`src/rtl/fetch_pkg.sv`:
```
// Shared fetch types: default XLEN / reset PC, the {pc, insn} queue entry and a DEPTH sanity check.
package fetch_pkg;

    localparam int unsigned     XLEN_DEF     = 32;
    localparam logic [31:0]     RESET_PC_DEF = 32'h8000_0000;

    typedef struct packed {
        logic [XLEN_DEF-1:0] pc;
        logic [XLEN_DEF-1:0] insn;
    } fetch_entry_t;

    function automatic bit depth_ok(input int unsigned d);
        return (d >= 2) && ((d & (d - 1)) == 0);
    endfunction

endpackage

// Elaboration-time guard: pointer wrap relies on DEPTH being a power of two >= 2.
`define FETCH_CHECK_DEPTH(D) \
    if (!fetch_pkg::depth_ok(D)) begin : g_bad_depth \
        $error("DEPTH must be a power of two and at least 2"); \
    end

```
`src/rtl/fetch_queue.sv`:
```
// Prefetch FIFO of fetch entries; flush clears it, flush_push flushes and writes entry 0 in one cycle.
// Head is a combinational read of registered storage; no internal overflow protection.
module fetch_queue
    import fetch_pkg::*;
#(
    parameter type         entry_t = fetch_entry_t,
    parameter int unsigned DEPTH   = 4
) (
    input  logic                     clk,
    input  logic                     reset_n,
    input  logic                     push,
    input  logic                     pop,
    input  logic                     flush,
    input  logic                     flush_push,
    input  entry_t                   wr_dat,
    output entry_t                   head_dat,
    output logic [$clog2(DEPTH):0]   count
);
    localparam int unsigned AW = $clog2(DEPTH);
    localparam int unsigned CW = AW + 1;

    entry_t          mem_q [DEPTH];
    logic [AW-1:0]   rd_q, rd_d, wr_q, wr_d, waddr;
    logic [CW-1:0]   cnt_q, cnt_d;
    logic            we;

    always_comb begin
        rd_d  = rd_q;
        wr_d  = wr_q;
        cnt_d = cnt_q;
        we    = 1'b0;
        waddr = wr_q;
        if (flush) begin
            rd_d  = '0;
            wr_d  = AW'(flush_push);
            cnt_d = CW'(flush_push);
            we    = flush_push;
            waddr = '0;
        end else begin
            rd_d  = rd_q + AW'(pop);
            wr_d  = wr_q + AW'(push);
            cnt_d = cnt_q + CW'(push) - CW'(pop);
            we    = push;
        end
    end

    always_ff @(posedge clk or negedge reset_n) begin
        if (!reset_n) begin
            rd_q  <= '0;
            wr_q  <= '0;
            cnt_q <= '0;
            for (int i = 0; i < DEPTH; i++) mem_q[i] <= '0;
        end else begin
            rd_q  <= rd_d;
            wr_q  <= wr_d;
            cnt_q <= cnt_d;
            if (we) mem_q[waddr] <= wr_dat;
        end
    end

    assign head_dat = mem_q[rd_q];
    assign count    = cnt_q;

endmodule

```
`src/rtl/stage_fetch_q.sv`:
```
// Fetch stage with DEPTH-entry prefetch queue; 1-cycle ack-to-decode latency, stalls only when full and not popping.
// Optional STAGE_FETCH_Q_PERF_EN adds fetch and queue-full-stall counters.
module stage_fetch_q
    import fetch_pkg::*;
#(
    parameter int unsigned     XLEN     = XLEN_DEF,
    parameter logic [XLEN-1:0] RESET_PC = XLEN'(RESET_PC_DEF),
    parameter int unsigned     DEPTH    = 4
) (
    input  logic                   clk,
    input  logic                   reset_n,
    input  logic                   de_stall,
    input  logic                   de_setpc,
    input  logic [XLEN-1:0]        de_newpc,
    output logic                   fe_req,
    output logic [XLEN-1:0]        fe_addr,
    input  logic                   fe_ack,
    input  logic [XLEN-1:0]        fe_data,
    output logic                   de_valid,
    output logic [XLEN-1:0]        de_insn,
    output logic [XLEN-1:0]        de_pc,
    output logic [$clog2(DEPTH):0] fe_level
`ifdef STAGE_FETCH_Q_PERF_EN
    ,
    output logic [31:0]            perf_fetch_cnt,
    output logic [31:0]            perf_full_cnt
`endif
);
    localparam int unsigned   LW       = $clog2(DEPTH) + 1;
    localparam logic [LW-1:0] FULL_LVL = LW'(DEPTH);

    typedef struct packed {
        logic [XLEN-1:0] pc;
        logic [XLEN-1:0] insn;
    } entry_t;

    `FETCH_CHECK_DEPTH(DEPTH)

    logic [XLEN-1:0] fe_pc_q, fe_pc_d;
    logic            push, pop;
    entry_t          wr_dat, head_dat;

    assign pop      = de_valid & ~de_stall & ~de_setpc;
    assign fe_addr  = de_setpc ? de_newpc : fe_pc_q;
    assign fe_req   = de_setpc | (fe_level != FULL_LVL) | pop;
    assign push     = fe_req & fe_ack;
    assign de_valid = (fe_level != '0);
    assign de_pc    = head_dat.pc;
    assign de_insn  = head_dat.insn;
    assign wr_dat   = '{pc: fe_addr, insn: fe_data};

    // fe_addr already carries a pending redirect, so an un-acked target is held here
    assign fe_pc_d  = push ? fe_addr + XLEN'(4) : fe_addr;

    always_ff @(posedge clk or negedge reset_n) begin
        if (!reset_n) fe_pc_q <= RESET_PC;
        else          fe_pc_q <= fe_pc_d;
    end

    fetch_queue #(
        .entry_t (entry_t),
        .DEPTH   (DEPTH)
    ) u_queue (
        .clk        (clk),
        .reset_n    (reset_n),
        .push       (push),
        .pop        (pop),
        .flush      (de_setpc),
        .flush_push (de_setpc & push),
        .wr_dat     (wr_dat),
        .head_dat   (head_dat),
        .count      (fe_level)
    );

`ifdef STAGE_FETCH_Q_PERF_EN
    logic [31:0] perf_fetch_q, perf_fetch_d, perf_full_q, perf_full_d;

    assign perf_fetch_d = perf_fetch_q + 32'(push);
    assign perf_full_d  = perf_full_q + 32'((fe_level == FULL_LVL) & ~pop);

    always_ff @(posedge clk or negedge reset_n) begin
        if (!reset_n) begin
            perf_fetch_q <= '0;
            perf_full_q  <= '0;
        end else begin
            perf_fetch_q <= perf_fetch_d;
            perf_full_q  <= perf_full_d;
        end
    end

    assign perf_fetch_cnt = perf_fetch_q;
    assign perf_full_cnt  = perf_full_q;
`endif

endmodule

```
`config.mk`:
```
export PLATFORM = sky130hd
export DESIGN_NAME = stage_fetch_q
export DESIGN_NICKNAME = d
export VERILOG_FILES = /design/src/rtl/fetch_pkg.sv /design/src/rtl/fetch_queue.sv /design/src/rtl/stage_fetch_q.sv
export SDC_FILE = /design/constraint.sdc
export NUM_CORES = 1
export LEC_CHECK = 0
export ABC_CLOCK_PERIOD_IN_PS = 3700
export BUFFER_PORTS_ARGS = -buffer_cell sky130_fd_sc_hd__buf_2
export CAP_MARGIN = 20
export CORE_UTILIZATION = 63
export DETAILED_ROUTE_END_ITERATION = 10
export PLACE_DENSITY = 0.86
export SETUP_SLACK_MARGIN = 0.4
export SYNTH_ARGS = -nofsm -noshare
export SYNTH_HDL_FRONTEND = slang
export SYNTH_SLANG_ARGS = --single-unit
```
`constraint.sdc`:
```
create_clock -name clk -period 3.7 [get_ports clk]
set_clock_uncertainty 0.2 [all_clocks]
set_input_delay 0.185 -clock clk [delete_from_list [all_inputs] [get_ports clk]]
set_output_delay 0.185 -clock clk [all_outputs]
set_load 0.02 [all_outputs]
```
Word level (Yosys, flattened, before mapping)
Cells that the tools add are included.
W data, S select, Z words.
{"block": "word_totals", "elab_cells": 46, "out_inout_bits": 101, "ff_bits": 295}
{"block": "op_classes", "eq_ne": 1, "n_reduce_logical": 2, "bitwise_logic": 10, "order_cmp": 3, "n_addsub": 5, "muxes": 13}
{"cell": "$bwmux W256", "count": 1}
{"cell": "$mux W64", "count": 3}
{"cell": "$bmux W64 S2", "count": 1}
{"cell": "$demux W64 S2", "count": 1}
{"cell": "$mux W32", "count": 2}
{"cell": "$add A32 B3 Y32 const B", "count": 1}
{"cell": "$ge A3 B3 Y1 const B", "count": 2}
{"cell": "$mux W2", "count": 3}
{"cell": "$not A2 Y3", "count": 2}
{"cell": "$add A2 B1 Y2", "count": 2}
{"cell": "$and A1 B1 Y1", "count": 4}
{"cell": "$add A3 B1 Y3", "count": 1}
{"cell": "$lt A3 B1 Y1 const B", "count": 1}
{"cell": "$mux W3", "count": 1}
{"cell": "$ne A3 B3 Y1 const B", "count": 1}
{"cell": "$reduce_bool A3 Y1", "count": 1}
{"cell": "$sub A3 B1 Y3", "count": 1}
{"cell": "$not A1 Y1", "count": 2}
{"cell": "$or A1 B1 Y1", "count": 2}
{"cell": "$logic_and A1 B1 Y1", "count": 1}
{"cell": "$mux W1", "count": 1}

Logic depth before layout (Yosys ltp)
Gate-level depths: netlist of the first run.
{"block": "logic_depth", "depth_word": 8, "ltp_mapped": 15, "depth_no_buf": 9}

By module
A second synthesis of the first run with hierarchy kept.
{"block": "hier_totals", "cells_unflattened": 863, "area_unflattened_um2": 13973.4}
{"mod": "fetch_queue", "area_per_inst_um2": 11818.8, "cells_each": 652, "n_inst": 1}
{"mod": "stage_fetch_q", "area_per_inst_um2": 2154.6, "cells_each": 211, "n_inst": 1}

Worst setup path before layout of the first run
OpenSTA, ideal clock, no wires.
{"block": "synth_path", "kind": "input to register", "startpoint": "input port de_setpc", "endpoint": "register fe_pc_q[28]", "path_slack_ns": 0.319, "cell_stages": 15, "setup_time_ns": 0.080, "n_path_buf": 7, "t_arrival_ns": 3.101, "cell_sequence": "buf_6 buf_8 buf_8 buf_6 buf_4 clkbuf_1 mux2i_1 inv_1 ha_1 nand2_1 a211o_1 or4b_1 buf_2 nor4_2 xnor2_1"}
{"item": "start: declaration", "line_no": "stage_fetch_q.sv:13", "rtl": "input logic de_setpc,"}
{"item": "$mux W32", "line_no": "stage_fetch_q.sv:44", "rtl": "assign fe_addr = de_setpc ? de_newpc : fe_pc_q;"}
{"item": "named net fe_addr[3]", "line_no": "stage_fetch_q.sv:16", "rtl": "output logic [XLEN-1:0] fe_addr,"}
{"item": "$add A32 B3 Y32", "line_no": "stage_fetch_q.sv:53", "rtl": "assign fe_pc_d = push ? fe_addr + XLEN'(4) : fe_addr;"}
{"item": "$mux W32", "line_no": "stage_fetch_q.sv:53"}
{"item": "named net fe_pc_d[28]", "line_no": "stage_fetch_q.sv:39", "rtl": "logic [XLEN-1:0] fe_pc_q, fe_pc_d;"}
{"item": "end signal: assignment", "line_no": "stage_fetch_q.sv:57", "rtl": "else fe_pc_q <= fe_pc_d;"}
{"item": "end: declaration", "line_no": "stage_fetch_q.sv:39"}
The timed path passes the listed nets, and every way through them passes these cells.
A chain may end at the register's enable or synchronous reset.

Final worst setup path of the first run
{"block": "layout_path", "startpoint": "input port de_setpc", "endpoint": "register fe_pc_q[8]"}
{"block": "layout_via", "elab_chain_len": 5}
{"item": "parallel branches: the longest is 4 deep, another holds $add A32 B3 Y32"}
{"item": "$mux W32 *", "line_no": "stage_fetch_q.sv:53"}
{"item": "named net fe_pc_d[8]", "line_no": "stage_fetch_q.sv:39"}
Mark *: on every way through the listed nets, which the timed path passes.

==> impl_metrics.yaml, run 1 <==
global_route:
  grt_pass1_vias: 9572
  antenna_found_initial: 1
  grt_use_total: 0.300
  grt-ovfl-total: 0
  grt_pass1_wl_um: 50500
  grt_max_degree: 98
timing:
  finalHoldViolCount: 0
  period_share: 0.850
  relSlewSlack: 0.328
  drv_slew: 0
  tightestPinTransition_ns: 0.999
  min_period_ns: 3.15
  max_freq_mhz: 318
  rsz0062_at_grt: "no"
  fin_tns_setup_ns: 0
  setup_viol: 0
critical_path:
  crit_chain: "dlygate4sd3_1 -> buf_4 -> buf_4 -> nand3_1 -> dlygate4sd3_1 -> nand2_1 -> nand3_1 -> a21oi_1 -> xnor2_1 -> dlygate4sd3_1"
  crit_slowest_cell: "dlygate4sd3_1"
  ff2ff_path_depth: 5
  r2r_setup_slack_ns: 0.96
  arrival_ns: 3.36
  start_kind: "input pin"
  critical_path_class: "input pin to flip-flop"
  critPathMostFrequentCell: "dlygate4sd3_1"
  critPathBufInv: 5
  worstReg2RegStart: "u_queue.count[1]"
  crit_family: "buffers and inverters"
  cp.required_ns: 3.92
  endpoint_kind: "flip-flop"
  cp_max_fo: 43
  worst-path-stages: 10
  r2r-end: "u_queue.mem_q[172]"
  worst_path_largest_cell_delay_ns: 0.59
cts:
  insertion_delay_ns: 0.53
  cts_setup_buffers: 0
  cts_buffer_depth: 3
  numCtsBuffers: 29
  path_clk_slew_ns: 0.06
  clock-root-buffer: "clkbuf_16"
  cts_tree: "yes"
  numClockSinks: 295
  htreeDepth: 1
route:
  viasPerCell: 5.93
  drt-initial-drc-count: 532
  dr.pass1.iters: 6
  routed_wl_um: 31500
  drc: 0
  routedWlPerCell_um: 20.3
  vias: 9194
  antenna_left: 0
pwr:
  p_leak_nw: 7.36
  pwr_density_cell_nw_per_um2: 676
  ir_drop_mv: 0.437
synthesis:
  synth_ff_type: "dfrtp_1"
  synth_top_area_cell: "dfrtp_1"
  async_flop_share: 1.00
  synth_cells: 1033
  yosys_warnings: 0
  netlist.area_leader.share: 0.554
  synth.area.top_cells: "dfrtp_1 (55%), mux2_2 (11%), mux4_2 (11%)"
  synth-edff-count: 0
  seq_area_frac_synth: 0.556
  synth_nets: 1108
  syn_area_per_cell_um2: 12.9
  netlist-cell-type-count: 51
  synth.ff_latch_count: 295
  netlist_area_um2: 13300
worst_hold_path:
  holdPathEnd: "fe_pc_q[22]"
  hold_path_class: "input pin to flip-flop"
  whs_path_depth: 5
  hp-start: "de_newpc[20]"
floorplanning:
  die_w_um: 147
  die_area_um2: 21700
  core_um2: 20400
  rows: 52
  initial_utilization: 0.651
  pin_count: 170
  die_height_um: 147
finish:
  final_cell_mix: "dfrtp_1 (292), buf_2 (167), nand2_1 (148)"
  postLayoutCoreUtil: 0.791
  fin_nets: 1335
  final_common_cell: "dfrtp_1"
  antenna_cells: 0
  drive_gt1_frac: 0.355
  area_delta_synth_final_pct: 21.6
flow_run:
  drv_cap: 0
placed_design:
  hpwl_um: 18800
  gp_congestion: 0.879
  io_buffers: 169
run_status:
  status: "finished clean"
-- timing repair --
item | CTS | global route
hold buffers | 71 | 0
endpoints found under the hold margin | 311 | 0
gates resized for setup | 0 | 0
-- cell families after synthesis --
group | Yosys count | synth area share
fa+ha+maj | 6 | 0.00621
mux | 220 | 0.239
buf+inv | 108 | 0.0372
flops | 295 | 0.556
simple gates | 217 | 0.0771
compound gates | 154 | 0.0636
xor+xnor | 33 | 0.0217
-- where the power goes --
group	total [mW]	internal, mW	leakage [nW]	switching [mW]
clock	3.10	1.90	0.504	1.21
combinational	2.86	1.41	3.20	1.45
sequential	4.96	4.33	3.65	0.629
-- layout make-up --
type / count / area (µm²)
Multi-Input combinational cell: 630 / 5430
Clock buffer: 42 / 865
Fill cell: 1136 / 4270
Inverter: 39 / 146
Tap cell: 270 / 338
Timing Repair Buffer: 265 / 1830
Sequential cell: 295 / 7390
Clock inverter: 10 / 164
-- synthesized netlist by cell type (2+ instances only) --
library cell,number
mux4_2,64
buf_8,2
nor2_1,17
nor4_2,6
a31oi_1,5
a22o_1,2
nand2_1,148
nor2b_1,3
o21ai_0,124
buf_4,3
nand4b_1,3
nor3_1,6
mux2i_1,26
a21oi_1,5
mux2i_2,2
nor3b_1,2
dfrtp_1,294
and2_1,2
nand4_1,4
a211o_1,2
nand2b_1,3
mux2_2,128
ha_1,5
o21ai_1,8
buf_1,9
nand3_1,10
buf_2,32
xnor2_1,32
inv_1,38
nand3b_1,4
clkbuf_1,21
or4b_1,3
buf_6,2
-- registers in the layout, summed over array words and instances, names as in the netlist --
signal	flops
fe_pc_q	32
u_queue.count	3
u_queue.mem_q	256
u_queue.rd_q	2
u_queue.wr_q	2
-- per-stage QoR --
step	setup WS [ns]	instances	hold slack, ns	power, mW	cell area, µm²
floorplan	0.417	1033	-0.311	6.81	13300
global placement	0.752	1428	0.0634	7.52	14400
detailed placement	0.692	1428	0.0664	7.73	14400
CTS	0.647	1551	0.0139	10.9	16200
global route	0.453	1551	0.0597	11.4	16200
finish	0.554	1551	0.0288	10.9	16200
-- worst min-delay path, stage by stage --
cell     delay [ns]
buf_2          0.12
nand4_1        0.10
and2_1         0.15
nor3_1         0.06
xnor2_1        0.12
-- layer usage --
layer,up-vias,track usage,share of wire
li1,4118,-,-
met1,4684,0.413,0.42
met2,332,0.508,0.51
met3,58,0.0388,0.055
met4,2,0.0773,0.021
met5,-,0,0.00035
-- worst max-delay path by stage --
stage                        start           to  slack (ns)
after detailed placement  de_setpc  fe_pc_q[28]        0.69
after floorplan           de_setpc  fe_pc_q[28]        0.42
final                     de_setpc   fe_pc_q[8]        0.55
after CTS                 de_setpc   fe_pc_q[8]        0.65
after global placement    de_setpc  fe_pc_q[28]        0.75
after global routing      de_setpc   fe_pc_q[8]        0.45
(Power assumes the default switching activity.)
==> run 2, diff against run 1 <==
--- a/config.mk
+++ b/config.mk
@@ -10,6 +10,7 @@
 export CAP_MARGIN = 20
 export CORE_UTILIZATION = 63
 export DETAILED_ROUTE_END_ITERATION = 10
+export MAX_ROUTING_LAYER = met4
 export PLACE_DENSITY = 0.86
 export SETUP_SLACK_MARGIN = 0.4
 export SYNTH_ARGS = -nofsm -noshare
==> run 2 against run 1 <==
First-iteration DRC count grew 0.94%. Sequential power barely moved. Design area is essentially flat. Via count hardly changed. Non-clock buffer count unchanged. Core utilization barely moved. Sequential cell count stayed put. Sequential share of layout area is essentially flat. Register-to-register slack worse by 0.02 ns. Highest routed layer is now met4. Die area unchanged. Hold slack improved by 0.0013 ns. Critical path depth stayed put.
==> impl_metrics.yaml, run 2 (synthesized netlist as in run 1, its figures left out) <==
cts:
  cts_buffer_depth: 3
  clock-root-buffer: "clkbuf_16"
  htreeDepth: 1
  cts_setup_buffers: 0
  insertion_delay_ns: 0.53
  cts_tree: "yes"
  numClockSinks: 295
  numCtsBuffers: 29
  path_clk_slew_ns: 0.06
route:
  drt-initial-drc-count: 537
  antenna_left: 0
  dr.pass1.iters: 4
  drc: 0
  routed_wl_um: 31500
  vias: 9191
  viasPerCell: 5.92
  routedWlPerCell_um: 20.3
floorplanning:
  rows: 52
  core_um2: 20400
  die_w_um: 147
  die_height_um: 147
  initial_utilization: 0.651
  pin_count: 170
  die_area_um2: 21700
critical_path:
  arrival_ns: 3.37
  start_kind: "input pin"
  cp.required_ns: 3.92
  critical_path_class: "input pin to flip-flop"
  r2r_setup_slack_ns: 0.94
  cp_max_fo: 43
  worstReg2RegStart: "u_queue.count[1]"
  r2r-end: "u_queue.mem_q[18]"
  endpoint_kind: "flip-flop"
  ff2ff_path_depth: 6
placed_design:
  io_buffers: 169
  pre_cts_slack_ns: 0.692
  hpwl_um: 18800
  dpl_cell_area_um2: 14400
  gp_congestion: 0.894
timing:
  finalHoldViolCount: 0
  hold_slack_ns: 0.0300
  drv_slew: 0
  min_period_ns: 3.15
  period_share: 0.851
  fin_tns_setup_ns: 0
  fin_ws_ns: 0.551
  relSlewSlack: 0.355
  max_freq_mhz: 318
  rsz0062_at_grt: "no"
  tightestPinTransition_ns: 0.959
  setup_viol: 0
worst_hold_path:
  holdPathEnd: "fe_pc_q[29]"
  hold_path_class: "input pin to flip-flop"
  hp-start: "de_newpc[29]"
  whs_path_depth: 3
finish:
  design_area_um2: 16200
  final_common_cell: "dfrtp_1"
  multi_input_area_um2: 5430
  fill_cells: 1135
  final_cell_mix: "dfrtp_1 (292), buf_2 (167), nand2_1 (148)"
  ff_latch_area_um2: 7390
  regMostFlops: "u_queue.mem_q"
  drive_gt1_frac: 0.355
  largest_reg_flops: 256
  fin_nets: 1335
  area_delta_synth_final_pct: 21.6
global_route:
  grt-ovfl-total: 0
  grt_use_total: 0.309
  grt_pass1_vias: 9561
  antenna_found_initial: 1
  grt_pass1_wl_um: 50600
  grt_max_degree: 98
run_status:
  status: "finished clean"
pwr:
  p_total_mw: 10.9
  p_leak_nw: 7.36
  pwr_density_cell_nw_per_um2: 676
  ir_drop_mv: 0.437
flow_run:
  drv_cap: 0
[run 2: metrics by stage]
step | utilization | instances
after floorplan | - | 1033
after global placement | 0.706 | 1428
after detailed placement | 0.706 | 1428
after CTS | 0.791 | 1551
after global routing | 0.791 | 1552
final | 0.791 | 1552
[run 2: critical path, stage by stage]
cell and delay, ns:
dlygate4sd3_1 0.52, buf_4 0.44, buf_4 0.41, nand3_1 0.15, dlygate4sd3_1 0.59, nand2_1 0.06
nand3_1 0.15, a21oi_1 0.19, xnor2_1 0.08, dlygate4sd3_1 0.56
[run 2: area by class of cell]
type | count | share of cell area
diodes | 1 | 0.000155
clock buffers | 42 | 0.0535
clock inverters | 10 | 0.0101
inverters | 39 | 0.00905
multi-input cells | 630 | 0.336
flip-flops and latches | 295 | 0.457
well taps | 270 | 0.0209
repair buffers | 265 | 0.113
[run 2: repair_timing]
item / CTS / global route
hold endpoints to repair: 311 / 0
resized for setup: 0 / 0
hold buffers: 71 / 0
[run 2: worst max path at each step]
stage          startpoint     endpoint  slack [ns]
2_1_floorplan    de_setpc  fe_pc_q[28]        0.42
3_3_place_gp     de_setpc  fe_pc_q[28]        0.75
3_5_place_dp     de_setpc  fe_pc_q[28]        0.69
4_1_cts          de_setpc   fe_pc_q[8]        0.65
5_1_grt          de_setpc   fe_pc_q[8]        0.45
6_report         de_setpc   fe_pc_q[8]        0.55
[run 2: per-layer routing]
metal	GRT usage	wire length [µm]	vias up
li1	-	-	4124
met1	0.417	13300	4681
met2	0.507	16000	322
met3	0.0370	1630	64
met4	0.0773	658	0
met5	-	0	-
[run 2: power breakdown]
part	leakage, nW	total [mW]	internal, mW	switching, mW
sequential	3.65	4.96	4.33	0.631
clock	0.504	3.11	1.90	1.21
combinational	3.20	2.86	1.41	1.45
